File: config.mk
export PLATFORM = sky130hd
export DESIGN_NAME = spi_sclk_gen_flat
export DESIGN_NICKNAME = d
export VERILOG_FILES = /design/src/rtl/spi_sclk_gen_pkg.sv /design/src/rtl/spi_sclk_gen_if.sv /design/src/rtl/spi_sclk_gen_half_period_counter.sv /design/src/rtl/spi_sclk_gen.sv /design/src/flat_wrapper.sv
export SDC_FILE = /design/constraint.sdc
export NUM_CORES = 1
export LEC_CHECK = 0
export CAP_MARGIN = 20
export CORE_UTILIZATION = 32
export CTS_CLUSTER_SIZE = 8
export DETAILED_ROUTE_END_ITERATION = 8
export DONT_BUFFER_PORTS = 1
export GPL_TIMING_DRIVEN = 0
export PLACE_DENSITY_LB_ADDON = 0.08
export RECOVER_POWER = 100
export SLEW_MARGIN = 20
export SYNTH_ARGS = -nofsm -noshare
export SYNTH_HDL_FRONTEND = slang
export SYNTH_HIERARCHICAL = 1
export SYNTH_SLANG_ARGS = --single-unit
export TNS_END_PERCENT = 1
File: constraint.sdc
create_clock -name clk_50 -period 5.1 [get_ports clk_50]
set_input_delay 0.765 -clock clk_50 [delete_from_list [all_inputs] [get_ports clk_50]]
set_output_delay 0.765 -clock clk_50 [all_outputs]
set_load 0.01 [all_outputs]
File: src/rtl/spi_sclk_gen_pkg.sv
// spi_pkg: shared state encoding, default widths and constants for spi_sclk_gen.
// Optional feature macro used by this slice: SPI_SCLK_ABORT_EN.
package spi_pkg;

    typedef enum logic [1:0] {
        IDLE = 2'd0,
        RUN  = 2'd1,
        TAIL = 2'd2
    } spi_state_t;

    localparam int SPI_DIV_W     = 8;
    localparam int SPI_CNT_W     = 6;

    // div value giving 8.33 MHz SCLK from clk_50, the nRF24L01 default
    localparam int SPI_DIV_NRF24 = 2;

endpackage

File: src/rtl/spi_sclk_gen_if.sv
// spi_sclk_gen_if: control/status bundle between an SPI master and spi_sclk_gen.
// SPI_SCLK_ABORT_EN adds the abort request line.
interface spi_sclk_gen_if
    import spi_pkg::*;
#(
    parameter int DIV_W = SPI_DIV_W,
    parameter int CNT_W = SPI_CNT_W
);
    logic [DIV_W-1:0] div;
    logic             cpol;
    logic             cpha;
    logic [CNT_W-1:0] nbits;
    logic             start;
`ifdef SPI_SCLK_ABORT_EN
    logic             abort;
`endif
    logic             busy;
    logic             done;
    logic             sclk;
    logic             sample_stb;
    logic             shift_stb;

    modport master (
`ifdef SPI_SCLK_ABORT_EN
        output abort,
`endif
        output div, cpol, cpha, nbits, start,
        input  busy, done, sclk, sample_stb, shift_stb
    );

    modport slave (
`ifdef SPI_SCLK_ABORT_EN
        input  abort,
`endif
        input  div, cpol, cpha, nbits, start,
        output busy, done, sclk, sample_stb, shift_stb
    );

endinterface

File: src/rtl/spi_sclk_gen_half_period_counter.sv
// spi_half_period_counter: counts 0..i_term while enabled and flags the terminal count.
module spi_half_period_counter
    import spi_pkg::*;
#(
    parameter int DIV_W = SPI_DIV_W
) (
    input  logic             i_clk,
    input  logic             i_rst,
    input  logic             i_clear,
    input  logic             i_en,
    input  logic [DIV_W-1:0] i_term,
    output logic             o_tc
);

    logic [DIV_W-1:0] r_cnt;

    assign o_tc = i_en && (r_cnt == i_term);

    // Count up while enabled, wrap to zero on terminal count
    always_ff @(posedge i_clk) begin
        if (i_rst || i_clear) begin
            r_cnt <= '0;
        end else if (i_en) begin
            r_cnt <= o_tc ? '0 : r_cnt + DIV_W'(1);
        end
    end

endmodule

File: src/rtl/spi_sclk_gen.sv
// spi_sclk_gen: registered SPI SCLK generator in the clk_50 domain with
// run-time divider, CPOL/CPHA modes, burst length and sample/shift strobes.
// Define SPI_SCLK_ABORT_EN to add the abort input on the interface.
module spi_sclk_gen
    import spi_pkg::*;
#(
    parameter int DIV_W = SPI_DIV_W,
    parameter int CNT_W = SPI_CNT_W
) (
    input  logic          clk_50,
    input  logic          rst,
    spi_sclk_gen_if.slave bus
);

    localparam logic [1:0] ST_IDLE = IDLE;
    localparam logic [1:0] ST_RUN  = RUN;
    localparam logic [1:0] ST_TAIL = TAIL;

    logic [1:0]       r_state;
    logic [DIV_W-1:0] r_div_l;
    logic             r_cpol_l;
    logic             r_cpha_l;
    logic [CNT_W-1:0] r_nbits_l;
    logic [CNT_W:0]   r_e;
    logic             r_busy;
    logic             r_done;
    logic             r_sclk;
    logic             r_sample;
    logic             r_shift;

    logic             w_tc;
    logic             w_hc_en;
    logic             w_hc_clear;
    logic [CNT_W:0]   w_last_e;
    logic             w_is_sample;

    assign w_hc_en    = (r_state != ST_IDLE);
    assign w_hc_clear = (r_state == ST_IDLE);
    assign w_last_e   = {r_nbits_l, 1'b0} - (CNT_W+1)'(1);
    // Even edges are leading edges; sampling sits on leading for cpha=0, trailing for cpha=1
    assign w_is_sample = (r_e[0] == r_cpha_l);

    spi_half_period_counter #(
        .DIV_W(DIV_W)
    ) u_hpc (
        .i_clk   (clk_50),
        .i_rst   (rst),
        .i_clear (w_hc_clear),
        .i_en    (w_hc_en),
        .i_term  (r_div_l),
        .o_tc    (w_tc)
    );

    // Burst FSM: latch controls on start, toggle SCLK per half-period, emit strobes
    always_ff @(posedge clk_50) begin
        if (rst) begin
            r_state   <= ST_IDLE;
            r_div_l   <= '0;
            r_cpol_l  <= 1'b0;
            r_cpha_l  <= 1'b0;
            r_nbits_l <= '0;
            r_e       <= '0;
            r_busy    <= 1'b0;
            r_done    <= 1'b0;
            r_sclk    <= 1'b0;
            r_sample  <= 1'b0;
            r_shift   <= 1'b0;
        end else begin
            r_done   <= 1'b0;
            r_sample <= 1'b0;
            r_shift  <= 1'b0;
            case (r_state)
                ST_IDLE: begin
                    r_sclk <= bus.cpol;
                    if (bus.start && (bus.nbits != '0)) begin
                        r_div_l   <= bus.div;
                        r_cpol_l  <= bus.cpol;
                        r_cpha_l  <= bus.cpha;
                        r_nbits_l <= bus.nbits;
                        r_e       <= '0;
                        r_busy    <= 1'b1;
                        r_shift   <= ~bus.cpha;
                        r_state   <= ST_RUN;
                    end
                end
                ST_RUN: begin
                    if (w_tc) begin
                        r_sclk <= ~r_sclk;
                        r_e    <= r_e + (CNT_W+1)'(1);
                        if (w_is_sample) begin
                            r_sample <= 1'b1;
                        end else if (r_e != w_last_e) begin
                            r_shift <= 1'b1;
                        end
                        if (r_e == w_last_e) begin
                            r_state <= ST_TAIL;
                        end
                    end
                end
                ST_TAIL: begin
                    r_sclk <= r_cpol_l;
                    if (w_tc) begin
                        r_busy  <= 1'b0;
                        r_done  <= 1'b1;
                        r_state <= ST_IDLE;
                    end
                end
                default: begin
                    r_busy  <= 1'b0;
                    r_state <= ST_IDLE;
                end
            endcase
`ifdef SPI_SCLK_ABORT_EN
            // Abort overrides whatever the busy states scheduled this cycle
            if (bus.abort && (r_state != ST_IDLE)) begin
                r_state  <= ST_IDLE;
                r_busy   <= 1'b0;
                r_done   <= 1'b0;
                r_sclk   <= r_cpol_l;
                r_sample <= 1'b0;
                r_shift  <= 1'b0;
            end
`endif
        end
    end

    assign bus.busy       = r_busy;
    assign bus.done       = r_done;
    assign bus.sclk       = r_sclk;
    assign bus.sample_stb = r_sample;
    assign bus.shift_stb  = r_shift;

endmodule

File: src/flat_wrapper.sv
// flat-port wrapper written by rule: the top's interface ports become plain ports
module spi_sclk_gen_flat import spi_pkg::*;
#(
    parameter int DIV_W = SPI_DIV_W,
    parameter int CNT_W = SPI_CNT_W
)
  (clk_50, rst, bus_div, bus_cpol, bus_cpha, bus_nbits, bus_start, bus_busy, bus_done, bus_sclk, bus_sample_stb, bus_shift_stb);
  spi_sclk_gen_if #(.DIV_W(DIV_W), .CNT_W(CNT_W)) bus_i ();
  input  logic clk_50;
  input  logic rst;
  input wire logic [$bits(bus_i.div)-1:0] bus_div;
  input wire logic [$bits(bus_i.cpol)-1:0] bus_cpol;
  input wire logic [$bits(bus_i.cpha)-1:0] bus_cpha;
  input wire logic [$bits(bus_i.nbits)-1:0] bus_nbits;
  input wire logic [$bits(bus_i.start)-1:0] bus_start;
  output wire logic [$bits(bus_i.busy)-1:0] bus_busy;
  output wire logic [$bits(bus_i.done)-1:0] bus_done;
  output wire logic [$bits(bus_i.sclk)-1:0] bus_sclk;
  output wire logic [$bits(bus_i.sample_stb)-1:0] bus_sample_stb;
  output wire logic [$bits(bus_i.shift_stb)-1:0] bus_shift_stb;
  assign bus_i.div = bus_div;
  assign bus_i.cpol = bus_cpol;
  assign bus_i.cpha = bus_cpha;
  assign bus_i.nbits = bus_nbits;
  assign bus_i.start = bus_start;
  assign bus_busy = bus_i.busy;
  assign bus_done = bus_i.done;
  assign bus_sclk = bus_i.sclk;
  assign bus_sample_stb = bus_i.sample_stb;
  assign bus_shift_stb = bus_i.shift_stb;
  spi_sclk_gen #(.DIV_W(DIV_W), .CNT_W(CNT_W)) u_core (.clk_50(clk_50), .rst(rst), .bus(bus_i));
endmodule
==> results of run 1 <==
## layer usage
layer / part of all wire [%] / global-route usage [%] / vias up
met4: 1.6 / 5.96 / 0
li1: - / - / 803
met2: 43 / 22.6 / 32
met1: 51 / 22.2 / 686
met3: 4.1 / 2.78 / 7
met5: 0 / 0 / -
## power by group through the flow
stage | sequential, uW | combinational, uW | clock (uW)
finish | 354 | 232 | 196
global route | 360 | 260 | 218
CTS | 356 | 246 | 207
detailed placement | 363 | 245 | 0
global placement | 363 | 247 | 0
floorplan | 355 | 200 | 0
## metrics by stage
| stage | hold slack, ps | util, % | total power, uW | instances |
|---|---|---|---|---|
| after global placement | 454 | 35.4 | 609 | 305 |
| after floorplan | 442 | - | 555 | 230 |
| after detailed placement | 459 | 35.4 | 607 | 305 |
| final | 469 | 35.8 | 782 | 312 |
| after CTS | 470 | 36.7 | 809 | 312 |
| after global routing | 489 | 35.8 | 838 | 312 |
## cell usage in the layout, fill, tap and decap left out, drive strengths merged, types with 2 or more instances in the layout
master | synthesis | routed
o2111ai | 2 | 2
nand4 | 6 | 6
a21o | 2 | 2
a21oi | 23 | 23
nor2 | 24 | 24
buf | 6 | 3
xor2 | 7 | 7
ha | 7 | 7
clkbuf | 3 | 13
nand3 | 4 | 4
inv | 10 | 10
xnor2 | 20 | 20
and3 | 2 | 2
nand2 | 41 | 41
a211oi | 6 | 6
o31ai | 3 | 3
mux2i | 3 | 3
dfxtp | 38 | 38
a22oi | 2 | 2
or4 | 2 | 2
nor3 | 6 | 6
## path summary, 6_finish.rpt
path,from,to,slack (ps)
setup / recovery,u_core/r_state[0],u_core/r_e[6],1380
hold reg to reg,u_core/r_cpol_l,u_core/r_cpol_l,470
setup reg to reg,u_core/r_state[0],u_core/r_e[6],1380
hold / removal,u_core/r_cpol_l,u_core/r_cpol_l,470
## flip-flops by register name, summed over array words and instances, names as in the netlist, 2 cells and up
| register | flops |
|---|---|
| u_core/r_div_l | 8 |
| u_core/r_nbits_l | 6 |
| u_core/u_hpc/r_cnt | 8 |
| u_core/r_state | 2 |
| u_core/r_e | 7 |
## worst max-delay path: cells and delay by family (launching register included)
kind | cells | cell delay (ps)
AND/OR/NAND/NOR | 3 | 1260
flip-flops | 1 | 390
AO/OA/AOI/OAI | 3 | 650
buffers and inverters | 5 | 1140
adder cells (fa/ha/maj) | 1 | 230
## area by class of cell
| class | count | area (sq um) |
|---|---|---|
| Buffer | 9 | 46.3 |
| Tap cell | 75 | 93.8 |
| Fill cell | 667 | 3870 |
| Clock buffer | 7 | 76.3 |
| Sequential cell | 38 | 761 |
| Inverter | 10 | 37.5 |
| Multi-Input combinational cell | 173 | 1140 |
## kinds of logic after synthesis
kind of cell               synth area share (%)
and+or+nand+nor                            21.5
AOI/OAI and AO/OA                          19.6
DFF                                        37.3
muxes                                      1.47
xor gates and xnor gates                   11.6
adders and majority gates                  4.29
buffers and inverters                      4.29
==> reports/results.ini, run 1 <==
[routing]
routed_wl_um=4500
drt_iter0_markers=74
viasPerCell=4.90
vias=1528
dr.pass1.iters=4
ant_nets=0
drc_errors=0
wl_per_cell_um=14.4

[synth]
synth_cell_types=45
netlist_area_sq_mm=0.00204
yosysMostFrequentCell=dfxtp_1
syn_avg_cell_area_sq_um=8.87
synth_commonest_cells=dfxtp_1 (38), nand2_1 (30), nor2_1 (23)
synth-seq-area-share_pct=37.3
synth.top_cells.by_area=dfxtp_1 (37%), xnor2_1 (8.6%), nand2_1 (5.5%)
syn_nets=256
synth_top_cell_by_area=dfxtp_1
synth_top_area_share_pct=37.3
yosysWarningCount=6
async_flop_share_pct=0
synth_cells=230
synth_flop_cell=dfxtp_1
synth_edf_count=0
ys_ff_latch=38

[floorplanning]
dieArea_sq_mm=0.00670
rows=28
core_area_sq_mm=0.00603
ios=24
initial_core_util_pct=33.8
die_h_um=81.8
die_x_um=81.8

[run]
maxCapViolCount=0

[sta]
slew-limit-headroom_pct=29.5
fin_ws_ps=1380
drv_slew=0
fin_crit_sh_pct=73.0
setup_tns_ps=0
fin_skew_ps=4.40
rsz0062_at_grt=no
max_freq_mhz=269
finalHoldViolCount=0
fin_crit_ps=3720
finalSetupViolations=0
worst_slew_pin_slew_ps=1050

[grt]
track_usage_pct=15.4
grt_pass1_wl_um=7530
grt_pass1_vias=1493
overflow=0
antenna_found_initial=0
grt_max_degree=11

[finish]
area.growth.synth_to_final_pct=5.77
insertedDiodeCount=0
nNetsFinal=263
drive_above_1_share_pct=12.2
design_area_sq_mm=0.00216

[critical_path]
worstPathArrival_ps=3940
worstPathRequired_ps=5320
worst-setup-path-type=reg2reg
crit_top_cell=inv_1
slowest_delay_ps=640
end_kind=flip-flop
path_max_fanout=10
r2r.worst_path.cells=12
slowest_stage=nor3_1
crit_path_start_kind=flip-flop
crit_chain=inv_1 > ha_1 > clkbuf_1 > inv_1 > clkbuf_1 > nand2_1 > nor3_1 > inv_1 > a21o_1 > a21o_1 > or4_1 > a21oi_1

[status]
run_status=finished, final reports clean

[power_and_ir_drop]
pwr-share-clk_pct=25.0
pwr-share-seq_pct=45.3
cellPowerDensity_mw_per_mm2=363
swShare_pct=35.1
vdd_drop_max_mv=0.117
p_comb_share_pct=29.7
p_sw_uw=275
p_int_uw=508
p_leak_uw=0.000746

[clock_network]
cts.sinks=38
htree_levels=2
cts_tree=done
cts-resized-gates=0
clock_latency_ps=290
clk_pin_slew_ps=70
cts_buffers=5
cts_hold_buffers=0
ctsLongestPathBuffers=2
post-cts-setup-buffers=0
clockRootBuffer=clkbuf_8

[worst_hold_path]
hold_depth=2
hold_class=reg2reg

[placed_design]
dpl-instance-area_sq_mm=0.00213
place.gp.congestion=0.713
post-place-ws_ps=1650
dp_hpwl_um=3460
port_buffers=0

Note: power is estimated with default switching activity, not from simulation.
==> run 2: changes to the inputs <==
- clock period: 5.1 -> 3.05 ns (I/O delays scaled with it)
==> run 2 against run 1 <==
Effect of this change: non-clock buffer count unchanged; die area unchanged; largest power group unchanged; sequential share of layout area down 0.26 points.
==> reports/results.ini, run 2 (same netlist as run 1, synthesis figures left out) <==
[clock_network]
cts_buffers=5
htree_levels=2
cts_tree=done
clock_latency_ps=290
clk_pin_slew_ps=70
ctsLongestPathBuffers=2
cts_hold_buffers=0
clockRootBuffer=clkbuf_8
cts.sinks=38

[grt]
overflow=0
grt_pass1_wl_um=7530
grt_max_degree=11
grt_pass1_vias=1495
antenna_found_initial=0
track_usage_pct=15.4

[finish]
design_area_sq_mm=0.00217
final_common_cell=dfxtp_1
drive_above_1_share_pct=13.5
nNetsFinal=263
fin_util_pct=36.1
insertedDiodeCount=0
most-common-layout-cells=dfxtp_1 (38), nand2_1 (30), nor2_1 (24), xnor2_1 (20), a21oi_1 (18)
area.growth.synth_to_final_pct=6.56
reg.largest.list=u_core/r_div_l: 8 flops, u_core/u_hpc/r_cnt: 8 flops, u_core/r_e: 7 flops

[routing]
drc_errors=0
wl_met1_um=2320
route.top_layer_used=met4
drt_iter0_markers=66
ant_nets=0
wl_met3_um=158
wl_per_cell_um=14.4
viasPerCell=4.90
dr.pass1.iters=4
met2_length_um=1960
vias=1528
routed_wl_um=4500

[floorplanning]
core_area_sq_mm=0.00603
ios=24
dieArea_sq_mm=0.00670
die_x_um=81.8
initial_core_util_pct=33.8
die_h_um=81.8
rows=28

[status]
run_status=finished, final reports clean

[critical_path]
worstPathRequired_ps=3270
path_max_fanout=12
worstPathArrival_ps=2960
end_kind=flip-flop
crit_path_start_kind=flip-flop
worst-setup-path-type=reg2reg

[run]
maxCapViolCount=0

[worst_hold_path]
hold_class=in2reg

[sta]
fin_skew_ps=4.86
setup_tns_ps=0
rsz0062_at_grt=no
whs_ps=248
max_freq_mhz=364
fin_ws_ps=305
worst_slew_pin_slew_ps=866
fin_crit_ps=2750
finalSetupViolations=0
finalHoldViolCount=0
drv_slew=0
fin_crit_sh_pct=90.0
slew-limit-headroom_pct=41.8

[placed_design]
post-place-ws_ps=-401
place.gp.congestion=0.713
port_buffers=0
dpl-instance-area_sq_mm=0.00213
dp_hpwl_um=3460

[power_and_ir_drop]
vdd_drop_max_mv=0.204
cellPowerDensity_mw_per_mm2=602
p_leak_uw=0.000744

==> run 2: worst max-delay path, cell delays in order (launching register included) <==
cell        delay [ps]
dfxtp_1            390
inv_1               80
ha_1               220
buf_2              210
clkinvlp_4         210
nand2_1            150
nor3_4             230
inv_1              100
a21o_1             250
a21o_1             210
or4_1              470
a21oi_1            140
==> run 2: final timing paths <==
kind / depth (start not counted) / endpoint / from / slack [ps]
setup / recovery: 11 / u_core/r_e[6] / u_core/r_state[0] / 300
hold / removal: 1 / u_core/bus.sample_stb / rst / 250
hold reg to reg: 2 / u_core/r_cpol_l / u_core/r_cpol_l / 470
setup reg to reg: 11 / u_core/r_e[6] / u_core/r_state[0] / 300
==> run 2: through the flow <==
step	cells	total power, uW
floorplan	230	928
global placement	305	1020
detailed placement	305	1020
CTS	313	1370
global route	312	1400
finish	312	1310
==> run 2: per-layer routing <==
layer / global-route usage, % / up-vias
met5: 0 / -
li1: - / 803
met1: 22.1 / 689
met2: 22.6 / 29
met3: 2.78 / 7
met4: 5.96 / 0
==> run 2: cell type report <==
class / count / area (sq um)
Inverter: 10 / 41.3
Buffer: 8 / 43.8
Tap cell: 75 / 93.8
Clock buffer: 7 / 76.3
Fill cell: 666 / 3850
Timing Repair Buffer: 1 / 3.75
Multi-Input combinational cell: 173 / 1150
Sequential cell: 38 / 761
==> run 2: report_power, final <==
group          switching (uW)  internal (uW)
Clock                     170            158
Sequential               49.6            543
Combinational             242            146
==> run 2: what timing repair did <==
action                     in CTS  in global routing
pin swaps                       1                  0
buffers inserted                1                  0
gates resized for setup         2                  3
setup endpoints to repair       7                  2
==> run 3: changes to the inputs <==
- ABC_AREA: unset -> 1
==> run 3 against run 2 <==
Effect of this change: combinational power grew 92%; highest routed layer unchanged; area after synthesis up 7.1%; largest cell class unchanged; critical path depth up 3; power increased by 39%.
==> reports/results.ini, run 3 <==
[critical_path]
crit_chain=inv_1 > ha_1 > clkbuf_1 > inv_1 > nand3_1 > nor2_1 > nand3_1 > inv_1 > nor2_1 > inv_2 > nand3b_4 > inv_1 > nand3_1 > a21oi_1
worstPathArrival_ps=2590
slowest_stage=clkbuf_1
crit_path_start_kind=flip-flop
path_max_fanout=10
r2r_slack_ps=620
path_buf_inv=6
crit_top_cell=inv_1
slowest_delay_ps=430
cpLargestDelayFamily=buffers and inverters
worstPathRequired_ps=3210
worst-setup-path-type=reg2reg
end_kind=flip-flop

[routing]
dr.pass1.iters=6
viasPerCell=4.71
vias=1955
routed_wl_um=5330
drc_errors=0
ant_nets=0
drt_iter0_markers=85
wl_per_cell_um=12.8

[synth]
synth_cells=330
synth_top_cell_by_area=dfxtp_1
async_flop_share_pct=0
synth_flop_cell=dfxtp_1
netlist_area_sq_mm=0.00218
ys_ff_latch=38
yosysWarningCount=6
synth-seq-area-share_pct=34.8
syn_avg_cell_area_sq_um=6.62
synth_top_area_share_pct=34.8
synth_edf_count=0
yosysMostFrequentCell=nand2_1
synth_commonest_cells=nand2_1 (94), inv_1 (39), dfxtp_1 (38), nor2_1 (38), a21oi_1 (28)
synth_cell_types=28
syn_nets=356
synth.top_cells.by_area=dfxtp_1 (35%), nand2_1 (16%), inv_1 (6.7%)

[grt]
grt_pass1_wl_um=9100
grt_pass1_vias=1818
track_usage_pct=16.7
overflow=0
grt_max_degree=12
antenna_found_initial=0

[power_and_ir_drop]
p_sw_uw=755
cellPowerDensity_mw_per_mm2=775
vdd_drop_max_mv=0.362
p_leak_uw=0.00101
swShare_pct=41.4
p_int_uw=1070
pwr-share-clk_pct=23.5
p_comb_share_pct=40.9
p_total_uw=1820
pwr-share-seq_pct=35.6

[sta]
fin_crit_sh_pct=79.7
drv_slew=0
setup_tns_ps=0
worst_slew_pin_slew_ps=543
fin_skew_ps=4.52
max_freq_mhz=411
fin_crit_ps=2430
slew-limit-headroom_pct=63.8
finalSetupViolations=0
rsz0062_at_grt=no
finalHoldViolCount=0

[finish]
nNetsFinal=363
drive_above_1_share_pct=7.40
insertedDiodeCount=0
instances_no_fill=415
most-common-layout-cells=nand2_1 (95), inv_1 (41), nor2_1 (40), dfxtp_1 (38), a21oi_1 (28)
area.growth.synth_to_final_pct=7.73
reg.largest.list=u_core/r_div_l: 8 flops, u_core/u_hpc/r_cnt: 8 flops, u_core/r_e: 7 flops
final_common_cell=nand2_1
design_area_sq_mm=0.00235

[clock_network]
post-cts-setup-buffers=0
cts_hold_buffers=0
htree_levels=2
cts.sinks=38
clockRootBuffer=clkbuf_8
cts_tree=done
ctsLongestPathBuffers=2
cts_buffers=5
clk_pin_slew_ps=80
clock_latency_ps=300
cts-resized-gates=0

[status]
run_status=finished, final reports clean

[placed_design]
dp_hpwl_um=4080
dp_cells=407
port_buffers=0
dpl-instance-area_sq_mm=0.00228
place.gp.congestion=0.782

[worst_hold_path]
hold_class=in2reg

[floorplanning]
die_h_um=84.6
ios=24
core_area_sq_mm=0.00646
dieArea_sq_mm=0.00716
initial_core_util_pct=33.8
die_x_um=84.6
rows=29

[run]
maxCapViolCount=0

## run 3: changes by cell type after synthesis, moves of 7 or more
cell	change
inv_1	+29
xnor2_1	-16
o21ai_0	+14
inv_2	+7
nand2_1	+64
a21oi_2	-9
nand3_1	+18
nor2_1	+15
a21oi_1	+15
## run 3: path summary, 6_finish.rpt
kind / startpoint / end / depth (start not counted)
min: bus_div[2] / u_core/r_div_l[2] / 2
max: u_core/r_state[0] / u_core/r_e[1] / 14
min reg2reg: u_core/r_cpol_l / u_core/r_cpol_l / 2
max reg2reg: u_core/r_state[0] / u_core/r_e[1] / 14
## run 3: cell families after synthesis
| kind of cell | count (synthesis) | synth area share (%) |
|---|---|---|
| flip-flops | 38 | 34.8 |
| AND/OR/NAND/NOR | 177 | 35.7 |
| AO/OA/AOI/OAI | 44 | 10.6 |
| buffers and inverters | 52 | 10.1 |
| adder cells (fa/ha/maj) | 7 | 4.01 |
| XOR/XNOR | 12 | 4.81 |
## run 3: area by class of cell
type                    instances  area (sq um)
multi-input cells             240          1190
clock inverters                 1          30.0
flip-flops and latches         38           761
well taps                      77          96.3
plain buffers                   6          31.3
inverters                      46           173
clock buffers                   7          76.3
fillers                       753          4110
## run 3: worst register-to-register path, stage by stage, from the launching register on
cell      delay [ps]
dfxtp_1          350
inv_1            100
ha_1             260
clkbuf_1         430
inv_1            210
nand3_1          130
nor2_1            40
nand3_1          100
inv_1             80
nor2_1           170
inv_2             70
nand3b_4         120
inv_1            100
nand3_1           80
a21oi_1           60
## run 3: per-stage QoR
| stage | hold slack (ps) | utilization (%) | setup slack, ps |
|---|---|---|---|
| after floorplan | 424 | - | 1060 |
| after global placement | 438 | 35.3 | 740 |
| after detailed placement | 446 | 35.3 | 722 |
| after CTS | 309 | 37.0 | 707 |
| after global routing | 324 | 36.4 | 288 |
| final | 319 | 36.4 | 618 |
## run 3: power by group through the flow
stage	sequential [uW]	combinational, uW	clock, uW
after detailed placement	662	798	0
after floorplan	643	637	0
after global routing	662	872	468
final	650	746	428
after global placement	662	803	0
after CTS	651	803	450
## run 3: per-layer routing
metal	vias up	GRT usage [%]	part of all wire (%)
met1	866	23.0	49
met4	0	4.62	1.2
met2	37	25.5	44
met5	-	0	0
li1	1045	-	-
met3	7	4.62	5.2
==> RTL edit 1: new RTL, flow settings as in run 3 <==
Set the package constant `SPI_CNT_W` to 5 (it was 6).
--- a/src/rtl/spi_sclk_gen_pkg.sv
+++ b/src/rtl/spi_sclk_gen_pkg.sv
@@ -11,3 +11,3 @@
     localparam int SPI_DIV_W     = 8;
-    localparam int SPI_CNT_W     = 6;
+    localparam int SPI_CNT_W     = 5;
 
Interface: changed (resized bus_nbits); port bits go from 24 to 23. No check against the original RTL was run, so the function may have changed too.
==> RTL edit 1 against run 3 <==
Power is 4.7% lower; critical endpoint is now u_core/r_e[3]; first-iteration DRC count fell by 24%; sequential cell count down 2; routed wire length fell by 12%; synthesized cell count fell by 9.1%; via count is 11% lower; synthesized area fell by 8.5%; largest power group unchanged; final area decreased by 6.6%; utilization up 0.45 points; worst setup slack better by 0.092 ns.
==> RTL edit 1: results (changes against run 3) <==
- Synth cell count leaders: 91 x nand2_1, 40 x inv_1, 36 x dfxtp_1
- Synth Area in Adders: 4.38% (+0.37 points)
- Clock skew: 0.00486 ns (+0.000343 ns)
- Top flop regs: u_core/r_div_l x8, u_core/u_hpc/r_cnt x8, u_core/r_e x6
- Net Count, Synth: 325 (-8.7%)
- CP arrival: 2.52 ns (-0.07 ns)
- Headroom to the max-slew limit: 62.0% (-1.8 points)
- Cell variety after synth: 31 (+11%)
- Leakage: 0.952 nW (-5.7%)
- DP Wirelength: 3590 µm (-12%)
- DRT Pass-1 Iters: 4 (-2)
- Gpl congestion: 0.779 (-0.47%)
- Status: completed
- Synth Area in XOR/XNOR: 4.38% (-0.43 points)
- Slowest CP cell: dfxtp_1
- Share of layout cells above drive strength 1: 6.82% (-0.58 points)
- Top cells by area, synth: dfxtp_1 36%, nand2_1 17%, inv_1 7.5%, a21oi_1 6.5%, nor2_1 5.3%
- Post-synthesis compound-gate area fraction: 11.1% (+0.55 points)
- Switching Fraction: 39.9% (-1.5 points)
- Slowest stage delay, CP: 0.40 ns (-0.03 ns)
- Nets: 332 (-8.5%)
- Violation count after the first detailed-route iteration: 65 (-24%)
- Dpl cell area: 0.00209 mm² (-8.3%)
- Average wire per standard cell: 12.3 µm (-4.2%)
- First-pass GRT wire length: 7910 µm (-13%)
- CTS resizes: 0 (unchanged)
- Family with the most delay on the worst path: simple AND/OR/NAND/NOR gates
- Crit Path Max Fanout: 7 (-3)
- Filler Cell Count: 636 (-16%)
- Maximum vdd drop: 0.000305 V (-16%)
RTL edit 1: metrics by stage:
| step | util, % | std cells | hold slack [ns] | power (mW) | worst slack (ns) |
|---|---|---|---|---|---|
| 2_1_floorplan | - | 300 | 0.425 | 1.15 | 1.23 |
| 3_3_place_gp | 35.1 | 375 | 0.451 | 1.31 | 0.850 |
| 3_5_place_dp | 35.1 | 375 | 0.449 | 1.31 | 0.843 |
| 4_1_cts | 37.2 | 383 | 0.294 | 1.79 | 0.817 |
| 5_1_grt | 36.9 | 383 | 0.295 | 1.90 | 0.417 |
| 6_report | 36.9 | 383 | 0.306 | 1.74 | 0.710 |
RTL edit 1: power groups by stage:
stage,Clock (mW),Sequential [mW],Combinational (mW)
final,0.467,0.623,0.648
after global routing,0.504,0.635,0.759
after CTS,0.483,0.624,0.682
after detailed placement,0,0.634,0.678
after global placement,0,0.634,0.680
after floorplan,0,0.616,0.537
RTL edit 1: per-layer routing:
metal / GRT usage, % / up-vias / wire length (µm)
met5: 0 / - / 0
met3: 5.62 / 10 / 274
met2: 24.4 / 28 / 1910
li1: - / 946 / -
met1: 21.4 / 751 / 2430
met4: 5.89 / 0 / 93
RTL edit 1: final timing paths:
kind	startpoint	endpoint	slack (ns)	cells after the start
min	bus_div[6]	u_core/r_div_l[6]	0.31	2
max	u_core/r_state[0]	u_core/r_e[3]	0.71	13
max reg2reg	u_core/r_state[0]	u_core/r_e[3]	0.71	13
min reg2reg	u_core/r_cpol_l	u_core/r_cpol_l	0.47	2
RTL edit 1: cell type report:
class                   instances  area, µm²  share of cell area, %
clock buffers                   7       96.3                   4.38
well taps                      75       93.8                   4.27
multi-input cells             214       1060                   48.5
plain buffers                   6       26.3                   1.20
inverters                      44        165                   7.52
clock inverters                 1       30.0                   1.37
flip-flops and latches         36        721                   32.8
==> RTL edit 2: new RTL, flow settings as in run 3 <==
Without the edit above. Reset style: asynchronous (`rst`), changed in one clocked block.
--- a/src/rtl/spi_sclk_gen.sv
+++ b/src/rtl/spi_sclk_gen.sv
@@ -54,3 +54,3 @@
     // Burst FSM: latch controls on start, toggle SCLK per half-period, emit strobes
-    always_ff @(posedge clk_50) begin
+    always_ff @(posedge clk_50 or posedge rst) begin
         if (rst) begin
Formal check against the unedited RTL: differs if rst is asserted again (counterexample within 4 cycles, from zero or initial values and one cycle with rst high); with rst held inactive, the same outputs for 10 cycles.
==> RTL edit 2 against run 3 <==
Synthesized area increased by 2.8%; clock power rose by 24%; worst setup slack lost 0.11 ns; sequential cell count stayed put; power is 8.5% higher; final area increased by 5.3%; routed wire length down 2.1%; synthesized cell count fell by 1.8%; via count decreased by 1.9%; critical path type unchanged; critical endpoint is now u_core/r_e[4].
==> RTL edit 2: results (changes against run 3) <==
- Multi-input combinational area share: 44.4% (-6.0 points)
- Synth Area in XOR/XNOR: 3.12% (-1.7 points)
- Status: completed
- Top cells by area, synth: dfrtp_1 33%, nand2_1 20%, inv_1 7.9%, dfxtp_1 7.1%, nand3_1 5.1%
- Met1 wire length: 2700 µm (+2.7%)
- Final clock-cell share: 5.56% (+1.0 points)
- Routed WL: 5220 µm (-2.1%)
- Worst min path class: in -> reg
- Nets: 357 (-1.7%)
- Most numerous cell in the Yosys netlist: nand2_1
- Filler Cell Count: 748 (-0.66%)
- Synth cell count leaders: 121 x nand2_1, 47 x inv_1, 30 x dfrtp_1, 30 x nor2_1, 23 x nand3_1
- Post-synthesis mux area share: 0.446% (+0.45 points)
- Largest net degree at the start of global routing: 31 (+19)
- Net Count, Synth: 350 (-1.7%)
- Clock period minus worst slack: 2.55 ns (+0.113 ns)
- Maximum vdd drop: 0.000311 V (-14%)
- Bufs w/o clock: 4 (-2)
- Slack of the worst reg-to-reg path: 0.50 ns (-0.11 ns)
- Grt met1 use: 22.8% (-0.19 points)
- Nonclk inv count: 50 (+8.7%)
- Leakage: 1.26 nW (+25%)
- First-pass GRT wire length: 9000 µm (-1.1%)
- Synth Area in Adders: 3.90% (-0.11 points)
- Headroom to the max-slew limit: 19.3% (-44 points)
- Share of layout cells above drive strength 1: 5.12% (-2.3 points)
- Average wire per standard cell: 12.2 µm (-5.1%)
- Met3 WL: 171 µm (-38%)
- Slowest stage delay, CP: 0.41 ns (-0.02 ns)
- Ys async rst share: 78.9% (+79 points)
- Min-delay src: bus_div[4]
- Seq area share: 36.8% (+4.4 points)
- Pwr dens: 799 mW/mm² (+3.1%)
- Placed insts: 420 (+3.2%)
- Post-synthesis compound-gate area fraction: 7.69% (-2.9 points)
- Gate Count Post-Synth: 324 (-1.8%)
- Violation count after the first detailed-route iteration: 115 (+35%)
- Grt met3 use: 3.66% (-0.96 points)
- Dpl cell area: 0.00237 mm² (+3.7%)
- Cell variety after synth: 27 (-3.6%)
- Slowest CP cell: dfrtp_1
- Met2 GRT Util: 23.7% (-1.8 points)
- Hold endpoint: u_core/r_div_l[4]
- FFs & Latches: 38 (unchanged)
- Hold Slack: 0.270 ns (-0.0487 ns)
- Hold-critical path depth: 2 (unchanged)
- DRT Pass-1 Iters: 7 (+1)
- R2R cell count: 13 (-1)
- R2R Path Start: u_core/r_state[0]
- Sequential element share of the synthesized area: 40.6% (+5.7 points)
- DP Wirelength: 3960 µm (-2.9%)
- GRT Util Overall: 15.9% (-0.76 points)
- Vias per cell: 4.48 (-4.9%)
- Setup WS pre-CTS: 0.674 ns (-0.0482 ns)
- Clock skew: 0.0123 ns (+0.00781 ns)
- Vias in the first global route: 1870 (+2.9%)
- Multi-input gates: 232 (-3.3%)
- Worst r2r dst: u_core/r_e[4]
- Family with the most delay on the worst path: simple AND/OR/NAND/NOR gates
- Main synth FF type: dfrtp_1
## RTL edit 2: changes by cell type after synthesis, moves of 3 or more
cell / before / now
nor3_1: 4 / 0
dfrtp_1: 0 / 30
dfxtp_1: 38 / 8
buf_6: 3 / 0
xnor2_1: 4 / 0
a21oi_1: 28 / 5
nor2_1: 38 / 30
inv_2: 7 / 3
o31ai_1: 0 / 3
nand2_1: 94 / 121
inv_1: 39 / 47
## RTL edit 2: kinds of logic (layout without fill, tap and decap cells)
logic type | after synthesis | in the layout
AOI/OAI and AO/OA | 29 | 29
xor gates and xnor gates | 8 | 8
adders and majority gates | 7 | 7
buffers and inverters | 54 | 62
DFF | 38 | 38
muxes | 1 | 1
and+or+nand+nor | 187 | 187
## RTL edit 2: report_power, final
group	total [mW]	internal (mW)	leakage, nW	switching (mW)
Sequential	0.740	0.622	0.451	0.118
Clock	0.530	0.328	0.0683	0.202
Combinational	0.710	0.233	0.738	0.476
Total	1.98	1.18	1.26	0.795
